<file path="src/rtl/pdp8_seq_cov_monitor.sv">
// pdp8_seq_cov_monitor
//
// Instruction-sequence coverage monitor for the PDP8 simulator bench. It
// follows NUM_SEQ independent, run-time programmable sequences of
// instruction classes against the decoded instruction stream. It counts
// each completed sequence per channel. Matching is non-overlapping: after a
// completion the channel starts again from step 0.
//
// Optional feature (macro PDP8_SEQ_COV_TIMEOUT_EN):
//   When this macro is defined, each channel has an idle-gap counter. If a
//   channel has partial progress and no instruction arrives for TIMEOUT_CYC
//   cycles, its pointer returns to 0 and the sticky timeout_seen bit sets.
//   When the macro is undefined, pointers hold indefinitely between
//   instructions.
//
// Ports:
//   clk, reset_n   clock and synchronous active-low reset
//   instr_valid    one-cycle strobe per decoded instruction
//   instr_class    encoded instruction class, qualified by instr_valid
//   cfg_wr         write pattern step cfg_step of channel cfg_sel with cfg_class
//   cfg_len_wr     write length cfg_len of channel cfg_sel (0 disables,
//                  values above MAX_LEN are clamped)
//   clr_counts     clear all counters, saturation and timeout flags
//   match_pulse    per-channel completion pulse, one cycle after the final strobe
//   match_count    flattened per-channel saturating counters
//   progress       flattened per-channel step pointer
//   count_sat      sticky per-channel saturation flag
//   timeout_seen   sticky per-channel timeout flag (optional feature only)
module pdp8_seq_cov_monitor #(
  parameter int NUM_SEQ     = 4,
  parameter int MAX_LEN     = 8,
  parameter int OPC_W       = 5,
  parameter int CNT_W       = 16,
  parameter int TIMEOUT_CYC = 64,
  localparam int SEL_W  = (NUM_SEQ > 1) ? $clog2(NUM_SEQ) : 1,
  localparam int STEP_W = $clog2(MAX_LEN),
  localparam int PTR_W  = STEP_W + 1
) (
  input  logic                       clk,
  input  logic                       reset_n,
  input  logic                       instr_valid,
  input  logic [OPC_W-1:0]           instr_class,
  input  logic                       cfg_wr,
  input  logic                       cfg_len_wr,
  input  logic [SEL_W-1:0]           cfg_sel,
  input  logic [STEP_W-1:0]          cfg_step,
  input  logic [OPC_W-1:0]           cfg_class,
  input  logic [PTR_W-1:0]           cfg_len,
  input  logic                       clr_counts,
  output logic [NUM_SEQ-1:0]         match_pulse,
  output logic [NUM_SEQ*CNT_W-1:0]   match_count,
  output logic [NUM_SEQ*PTR_W-1:0]   progress,
  output logic [NUM_SEQ-1:0]         count_sat
`ifdef PDP8_SEQ_COV_TIMEOUT_EN
  ,
  output logic [NUM_SEQ-1:0]         timeout_seen
`endif
);

  localparam logic [CNT_W-1:0] CNT_MAX = '1;

  logic [OPC_W-1:0]  pat     [NUM_SEQ][MAX_LEN];
  logic [PTR_W-1:0]  len_q   [NUM_SEQ];
  logic [PTR_W-1:0]  ptr_q   [NUM_SEQ];
  logic [PTR_W-1:0]  ptr_d   [NUM_SEQ];
  logic [CNT_W-1:0]  cnt_q   [NUM_SEQ];
  logic [NUM_SEQ-1:0] sat_q;
  logic [NUM_SEQ-1:0] pulse_q;
  logic [NUM_SEQ-1:0] done_d;
  logic [NUM_SEQ-1:0] cfg_hit;
  logic [NUM_SEQ-1:0] cur_hit;
  logic [NUM_SEQ-1:0] first_hit;
  logic [NUM_SEQ-1:0] at_last;
  logic [PTR_W-1:0]  len_clamped;

`ifdef PDP8_SEQ_COV_TIMEOUT_EN
  localparam int GAP_W = $clog2(TIMEOUT_CYC + 1);
  localparam logic [GAP_W-1:0] GAP_LIMIT = GAP_W'(TIMEOUT_CYC - 1);
  logic [GAP_W-1:0]  gap_q   [NUM_SEQ];
  logic [NUM_SEQ-1:0] to_d;
  logic [NUM_SEQ-1:0] to_seen_q;
`endif

  assign len_clamped = (cfg_len > PTR_W'(MAX_LEN)) ? PTR_W'(MAX_LEN) : cfg_len;

  // Next pointer and completion per channel. A config write to a channel
  // wins over a simultaneous instruction for that channel only. A miss that
  // equals step 0 restarts the sequence at step 1 instead of dropping it.
  always_comb begin
    for (int i = 0; i < NUM_SEQ; i++) begin
      cfg_hit[i]   = (cfg_wr || cfg_len_wr) && (cfg_sel == SEL_W'(i));
      cur_hit[i]   = (instr_class == pat[i][ptr_q[i][STEP_W-1:0]]);
      first_hit[i] = (instr_class == pat[i][0]);
      at_last[i]   = (ptr_q[i] == len_q[i] - PTR_W'(1));
      ptr_d[i]     = ptr_q[i];
      done_d[i]    = 1'b0;
`ifdef PDP8_SEQ_COV_TIMEOUT_EN
      to_d[i]      = 1'b0;
`endif
      if (cfg_hit[i] || (len_q[i] == '0)) begin
        ptr_d[i] = '0;
      end else if (instr_valid) begin
        if (cur_hit[i] && at_last[i]) begin
          ptr_d[i]  = '0;
          done_d[i] = 1'b1;
        end else if (cur_hit[i]) begin
          ptr_d[i] = ptr_q[i] + PTR_W'(1);
        end else if (first_hit[i]) begin
          if (len_q[i] == PTR_W'(1)) begin
            ptr_d[i]  = '0;
            done_d[i] = 1'b1;
          end else begin
            ptr_d[i] = PTR_W'(1);
          end
        end else begin
          ptr_d[i] = '0;
        end
      end
`ifdef PDP8_SEQ_COV_TIMEOUT_EN
      else if ((ptr_q[i] != '0) && (gap_q[i] == GAP_LIMIT)) begin
        ptr_d[i] = '0;
        to_d[i]  = 1'b1;
      end
`endif
    end
  end

  // State registers: pattern RAM, lengths, pointers, pulses, and counters.
  // The saturation flag sets as the counter reaches all ones. A clear wins
  // over a coincident completion, but the pulse still fires.
  always_ff @(posedge clk) begin
    if (!reset_n) begin
      for (int i = 0; i < NUM_SEQ; i++) begin
        for (int j = 0; j < MAX_LEN; j++) begin
          pat[i][j] <= '0;
        end
        len_q[i] <= '0;
        ptr_q[i] <= '0;
        cnt_q[i] <= '0;
      end
      sat_q   <= '0;
      pulse_q <= '0;
    end else begin
      for (int i = 0; i < NUM_SEQ; i++) begin
        ptr_q[i]   <= ptr_d[i];
        pulse_q[i] <= done_d[i];
        if (cfg_wr && (cfg_sel == SEL_W'(i)) && (int'(cfg_step) < MAX_LEN)) begin
          pat[i][cfg_step] <= cfg_class;
        end
        if (cfg_len_wr && (cfg_sel == SEL_W'(i))) begin
          len_q[i] <= len_clamped;
        end
        if (clr_counts) begin
          cnt_q[i] <= '0;
          sat_q[i] <= 1'b0;
        end else if (done_d[i]) begin
          if (cnt_q[i] != CNT_MAX) begin
            cnt_q[i] <= cnt_q[i] + CNT_W'(1);
          end
          if ((cnt_q[i] == CNT_MAX) || (cnt_q[i] == CNT_MAX - CNT_W'(1))) begin
            sat_q[i] <= 1'b1;
          end
        end
      end
    end
  end

`ifdef PDP8_SEQ_COV_TIMEOUT_EN
  // Idle-gap counters restart on every instruction and stop at the limit.
  always_ff @(posedge clk) begin
    if (!reset_n) begin
      for (int i = 0; i < NUM_SEQ; i++) begin
        gap_q[i] <= '0;
      end
      to_seen_q <= '0;
    end else begin
      for (int i = 0; i < NUM_SEQ; i++) begin
        if (instr_valid) begin
          gap_q[i] <= '0;
        end else if (gap_q[i] != GAP_LIMIT) begin
          gap_q[i] <= gap_q[i] + GAP_W'(1);
        end
        if (clr_counts) begin
          to_seen_q[i] <= 1'b0;
        end else if (to_d[i]) begin
          to_seen_q[i] <= 1'b1;
        end
      end
    end
  end

  assign timeout_seen = to_seen_q;
`endif

  for (genvar g = 0; g < NUM_SEQ; g++) begin : g_flat
    assign match_count[g*CNT_W +: CNT_W] = cnt_q[g];
    assign progress[g*PTR_W +: PTR_W]    = ptr_q[g];
  end

  assign match_pulse = pulse_q;
  assign count_sat   = sat_q;

endmodule

</file>
<file path="config.mk">
export PLATFORM = sky130hd
export DESIGN_NAME = pdp8_seq_cov_monitor
export DESIGN_NICKNAME = d
export VERILOG_FILES = /design/src/rtl/pdp8_seq_cov_monitor.sv
export SDC_FILE = /design/constraint.sdc
export NUM_CORES = 1
export LEC_CHECK = 0
export ABC_AREA = 1
export CAP_MARGIN = 20
export CORE_MARGIN = 5
export CORE_UTILIZATION = 59
export CTS_CLUSTER_DIAMETER = 100
export CTS_CLUSTER_SIZE = 16
export DETAILED_ROUTE_END_ITERATION = 16
export PLACE_DENSITY = 0.81
export SLEW_MARGIN = 0
export SYNTH_ARGS = -nofsm -noshare
export SYNTH_HDL_FRONTEND = slang
export SYNTH_SLANG_ARGS = --single-unit
</file>
<file path="constraint.sdc">
create_clock -name clk -period 3 [get_ports clk]
set_clock_uncertainty 0.05 [all_clocks]
set_input_delay 0.75 -clock clk [delete_from_list [all_inputs] [get_ports clk]]
set_output_delay 0.75 -clock clk [all_outputs]
set_load 0.005 [all_outputs]
</file>
* Word-level counts from Yosys, hierarchy flattened
Memory sizes are Yosys's and may differ from the RTL's. Index checks and enable logic that the tools add are counted.
Cells by class: add/subtract/negate cells 12, reduce and logical (&&, ||, !) cells 36, equality and inequality tests 31, mux-type cells 288, bitwise logic cells 182, $lt $le $gt $ge 7
Operators with widths (count):
- 2-to-1 mux 1 bit | 233
- OR 1 bit | 176
- 2-to-1 mux 40 bit | 4
- equality test 16 bit, second input constant | 8
- 2-to-1 mux 16 bit | 8
- 2-to-1 mux 4 bit | 29
- adder 16 x 1 -> 16 bit, second input constant | 4
- inequality test 16 bit, second input constant | 4
- binary-select mux 5 bit (select 3 bit) | 4
- 2-to-1 mux 5 bit | 9
- equality test 5 bit | 8
- greater-or-equal comparator 4 bit, second input constant | 5
- NOT 3 -> 4 bit | 5
- logical AND 1 bit | 17
- adder 4 x 1 -> 4 bit, second input constant | 4
- equality test 4 x 1 -> 1 bit, second input constant | 4
- equality test 4 bit | 4
- zero test 4 bit | 4
- subtractor 4 x 1 -> 4 bit, second input constant | 4
- demux 5 bit (select 3 bit) | 1
- logical OR 1 bit | 9
- AND reduction 2 bit | 4
- equality test 2 bit, second input constant | 2
- > comparator 4 bit, second input constant | 1
- 5 further kinds | 5
Word-level totals: memories kept 4, memory bits (writable) 256, logic and storage cells 565, input bits 25, output and inout port bits 88, flip-flop bits (word level) 8
Memory list:
- pat | words 4, width 40, read ports 4, clocked after memory_dff 0, write ports 4, RTL line 62 | logic [OPC_W-1:0] pat [NUM_SEQ][MAX_LEN];
- cnt_q | words 4, width 16, read ports 4, clocked after memory_dff 0, write ports 4, RTL line 66 | logic [CNT_W-1:0] cnt_q [NUM_SEQ];
- len_q | words 4, width 4, read ports 4, clocked after memory_dff 0, write ports 4, RTL line 63 | logic [PTR_W-1:0] len_q [NUM_SEQ];
- ptr_q | words 4, width 4, read ports 4, clocked after memory_dff 0, write ports 4, RTL line 64 | logic [PTR_W-1:0] ptr_q [NUM_SEQ];

* Longest topological paths before layout
An unclocked memory read counts as a cell.
depth after elaboration 15, depth in mapped cells 17, mapped depth without buffers 16

* Least setup slack after synthesis
Ideal clock, no wire load.
path kind input-to-reg, start point input port instr_class[0], end point memory cnt_q[1][0], enable pin, path buffers 2, stages 11, setup time 0.372 ns, data required time 2.578 ns, path slack 0.155 ns, data arrival time 2.423 ns, cells stage by stage clkbuf_1 inv_1 nor2_1 nor4_1 nand3_1 nor2_1 nand2_1 nand2_2 nand3_4 buf_6 nand2_1
RTL lines:
- start, declared | RTL line 42 | input logic [OPC_W-1:0] instr_class,
- end, declared | RTL line 66

==> flow_metrics.tcl <==
set metrics [dict create \
    cts_buffer_depth 3 \
    grt_max_degree 48 \
    io_pins 113 \
    root_buffer "clkbuf_16" \
    overflow 0 \
    cts_sinks 264 \
    pwr-share-clk 0.344 \
    switching_power_mw 1.79 \
    start_util 0.604 \
    dr.first_iter.drc_count 1142 \
    ys_ff_latch 264 \
    syn_area_mm2 0.0138 \
    cts_resized 0 \
    powerDensity_mw_per_mm2 451 \
    min_period_ns 2.81 \
    synth.net_count 1705 \
    required_ns 2.20 \
    place_ws_ns -0.0256 \
    design_area_mm2 0.0162 \
    grt_pass1_vias 11700 \
    coreArea_mm2 0.0228 \
    antenna_found_initial 0 \
    path_buf_inv 2 \
    crit_type "reg -> out" \
    cp-startpoint "ptr_q[2][0]" \
    first_pass_iters 5 \
    gp_congestion 0.952 \
    finalNetCount 1870 \
    vias 12000 \
    finalMaxSlewViolations 0 \
    dp_hpwl_um 26500 \
    drc 0 \
    critPathArrivalTime_ns 2.01 \
    tightest_slew_ns 0.639 \
    htree_num_levels 1 \
    viasPerCell 5.61 \
    end_kind "primary output" \
    synthToLayoutAreaGrowth_pct 18.1 \
    routedWlPerCell_um 17.1 \
    seqPwrFrac 0.557 \
    drive_above_1_share 0.0894 \
    rsz0062_at_grt "false" \
    totalPowerFinal_mw 7.33 \
    hold_slack_ns 0.406 \
    syn_inst 1656 \
    worstSetupStartpointType "flip-flop" \
    layout_setup_ws_ns 0.186 \
    period_share 0.938 \
    placed_cell_area_mm2 0.0157 \
    die_area_mm2 0.0265 \
    comb_power_share 0.100 \
    hold_viol 0 \
    fillers 1747 \
    critPathTopFamily "buffers and inverters" \
    swShare 0.244 \
    clkLatencyLatePin_ns 0.52 \
    cp_max_fo 16 \
    ir_drop_uv 419 \
    cts_setup_buffers 0 \
    final_antenna_net_count 0 \
    max_slew_margin 0.570 \
    crit_slowest_cell "dfxtp_1" \
    die_height_um 163 \
    synth_top_area_cell "edfxtp_1" \
    finalSetupViolations 0 \
    crit_path_max_incr_delay_ns 0.65 \
    synthTopCellsByArea "edfxtp_1, dfxtp_1, nand2_1" \
    rows 55 \
    yosysSeqAreaShare 0.504 \
    num_antenna_cells 0 \
    synthArstFlopShare 0 \
    grt_usage 0.275 \
    cts_buffers 20 \
    dieWidth_um 163 \
    clk_pin_slew_ns 0.07 \
    synthFlopType "edfxtp_1" \
    port_buffers 112 \
    intPower_mw 5.54 \
    synth_edf_count 165 \
    cts_tree "yes" \
    yosys_warnings 0 \
    ys_types 42 \
    routed_wl_um 36700 \
    cts_hold_buffers 0 \
    r2r_start "ptr_q[2][0]" \
    hold_class "reg -> reg" \
    yosys.area.top_type_share 0.360 \
    syn_area_per_cell_um2 8.30 \
    status "completed" \
    worstPathCellList "buf_4, clkdlybuf4s50_1" \
    min_from "pat[3][17]" \
    grt_first_pass_wirelength_um 59000 \
    fmax_mhz 355 \
    p_leak_nw 6.33 \
    post-route-util 0.713 \
    drv_cap 0 \
]
-- cell families (layout without fill, tap and decap cells) --
family / Yosys count / after routing / share of synthesized area
buf+inv: 225 / 403 / 0.0702
flops: 264 / 264 / 0.504
simple gates: 830 / 830 / 0.263
compound gates: 228 / 228 / 0.0863
xor+xnor: 85 / 85 / 0.0541
fa+ha+maj: 24 / 24 / 0.0218
-- worst min-delay path: cells and delay by family, from the launching register on --
| family | cells | cell delay (ns) |
|---|---|---|
| AOI/OAI and AO/OA | 1 | 0.05 |
| buffers and inverters | 1 | 0.06 |
| DFF | 1 | 0.30 |
-- per-stage QoR --
| step | setup TNS (ns) | instances |
|---|---|---|
| 3_5_place_dp | -0.398 | 2112 |
| 5_1_grt | 0 | 2147 |
| 6_report | 0 | 2147 |
| 2_1_floorplan | 0 | 1656 |
| 3_3_place_gp | 0 | 2112 |
| 4_1_cts | 0 | 2147 |
-- per-layer routing --
metal / vias to the layer above / part of all wire / GRT usage / wire (um)
li1: 5801 / - / - / -
met1: 5612 / 0.39 / 0.354 / 14500
met2: 530 / 0.49 / 0.474 / 18000
met3: 102 / 0.078 / 0.0397 / 2880
met4: 0 / 0.038 / 0.102 / 1390
met5: - / 0 / 0 / 0
-- cells in the final DEF (no fill, tap or decap), drive strengths merged, types with 3 or more instances in the layout --
cell type,n
clkbuf,33
xnor2,36
o21ai,111
ha,24
nor4,5
buf,88
nor2,282
nand4,31
o211ai,8
dfxtp,99
or2,5
edfxtp,165
nor3,21
xor2,49
a21oi,99
nand3,149
clkinv,7
nand2,329
inv,164
nand3b,3
o21a,3
clkdlybuf4s50,111
-- synth_stat cells, types with 2 or more instances --
cell / n
buf_6: 10
ha_1: 24
dfxtp_1: 99
o31ai_1: 2
nor4_1: 5
o21a_1: 3
buf_2: 14
nand2_1: 324
nand2_2: 5
or2_2: 5
edfxtp_1: 165
inv_2: 6
xnor2_1: 36
inv_1: 156
a21boi_0: 2
nand3_1: 144
nor3_1: 21
o21ai_0: 100
o21ai_1: 11
nor2_2: 30
nand3_4: 3
clkbuf_1: 25
nor2_1: 251
nand3_2: 2
clkinv_1: 6
buf_4: 6
o211ai_1: 8
a21oi_1: 99
nand4_1: 30
nor3b_1: 2
nand3b_1: 3
xor2_1: 49
-- sequential cells by signal, summed over array words and instances (netlist names) --
register	cells
count_sat	4
pat	160
len_q	16
ptr_q	16
cnt_q	64
match_pulse	4
-- power groups by stage --
stage | logic [mW] | registers, mW | clock network [mW]
floorplan | 0.403 | 4.14 | 0
global placement | 0.692 | 4.16 | 0
detailed placement | 0.716 | 4.16 | 0
CTS | 0.723 | 4.08 | 2.55
global route | 0.799 | 4.09 | 2.70
finish | 0.731 | 4.08 | 2.52
-- path summary, 6_finish.rpt --
kind                      end  slack, ns  cells after the start
hold reg to reg    pat[3][17]       0.41                      2
setup / recovery  progress[8]       0.19                      2
hold / removal     pat[3][17]       0.41                      2
setup reg to reg  cnt_q[2][3]       0.22                     15
-- layout make-up --
| type | count | area (um^2) | share of cell area |
|---|---|---|---|
| clock inverter | 2 | 25.0 | 0.00154 |
| sequential | 264 | 6940 | 0.427 |
| inverter | 169 | 639 | 0.0394 |
| clock buffer | 33 | 549 | 0.0338 |
| timing repair buffer | 199 | 1840 | 0.114 |
| tap | 313 | 392 | 0.0241 |
| multi-input combinational | 1167 | 5850 | 0.360 |
No activity file was read; power rests on OpenSTA's default activity.
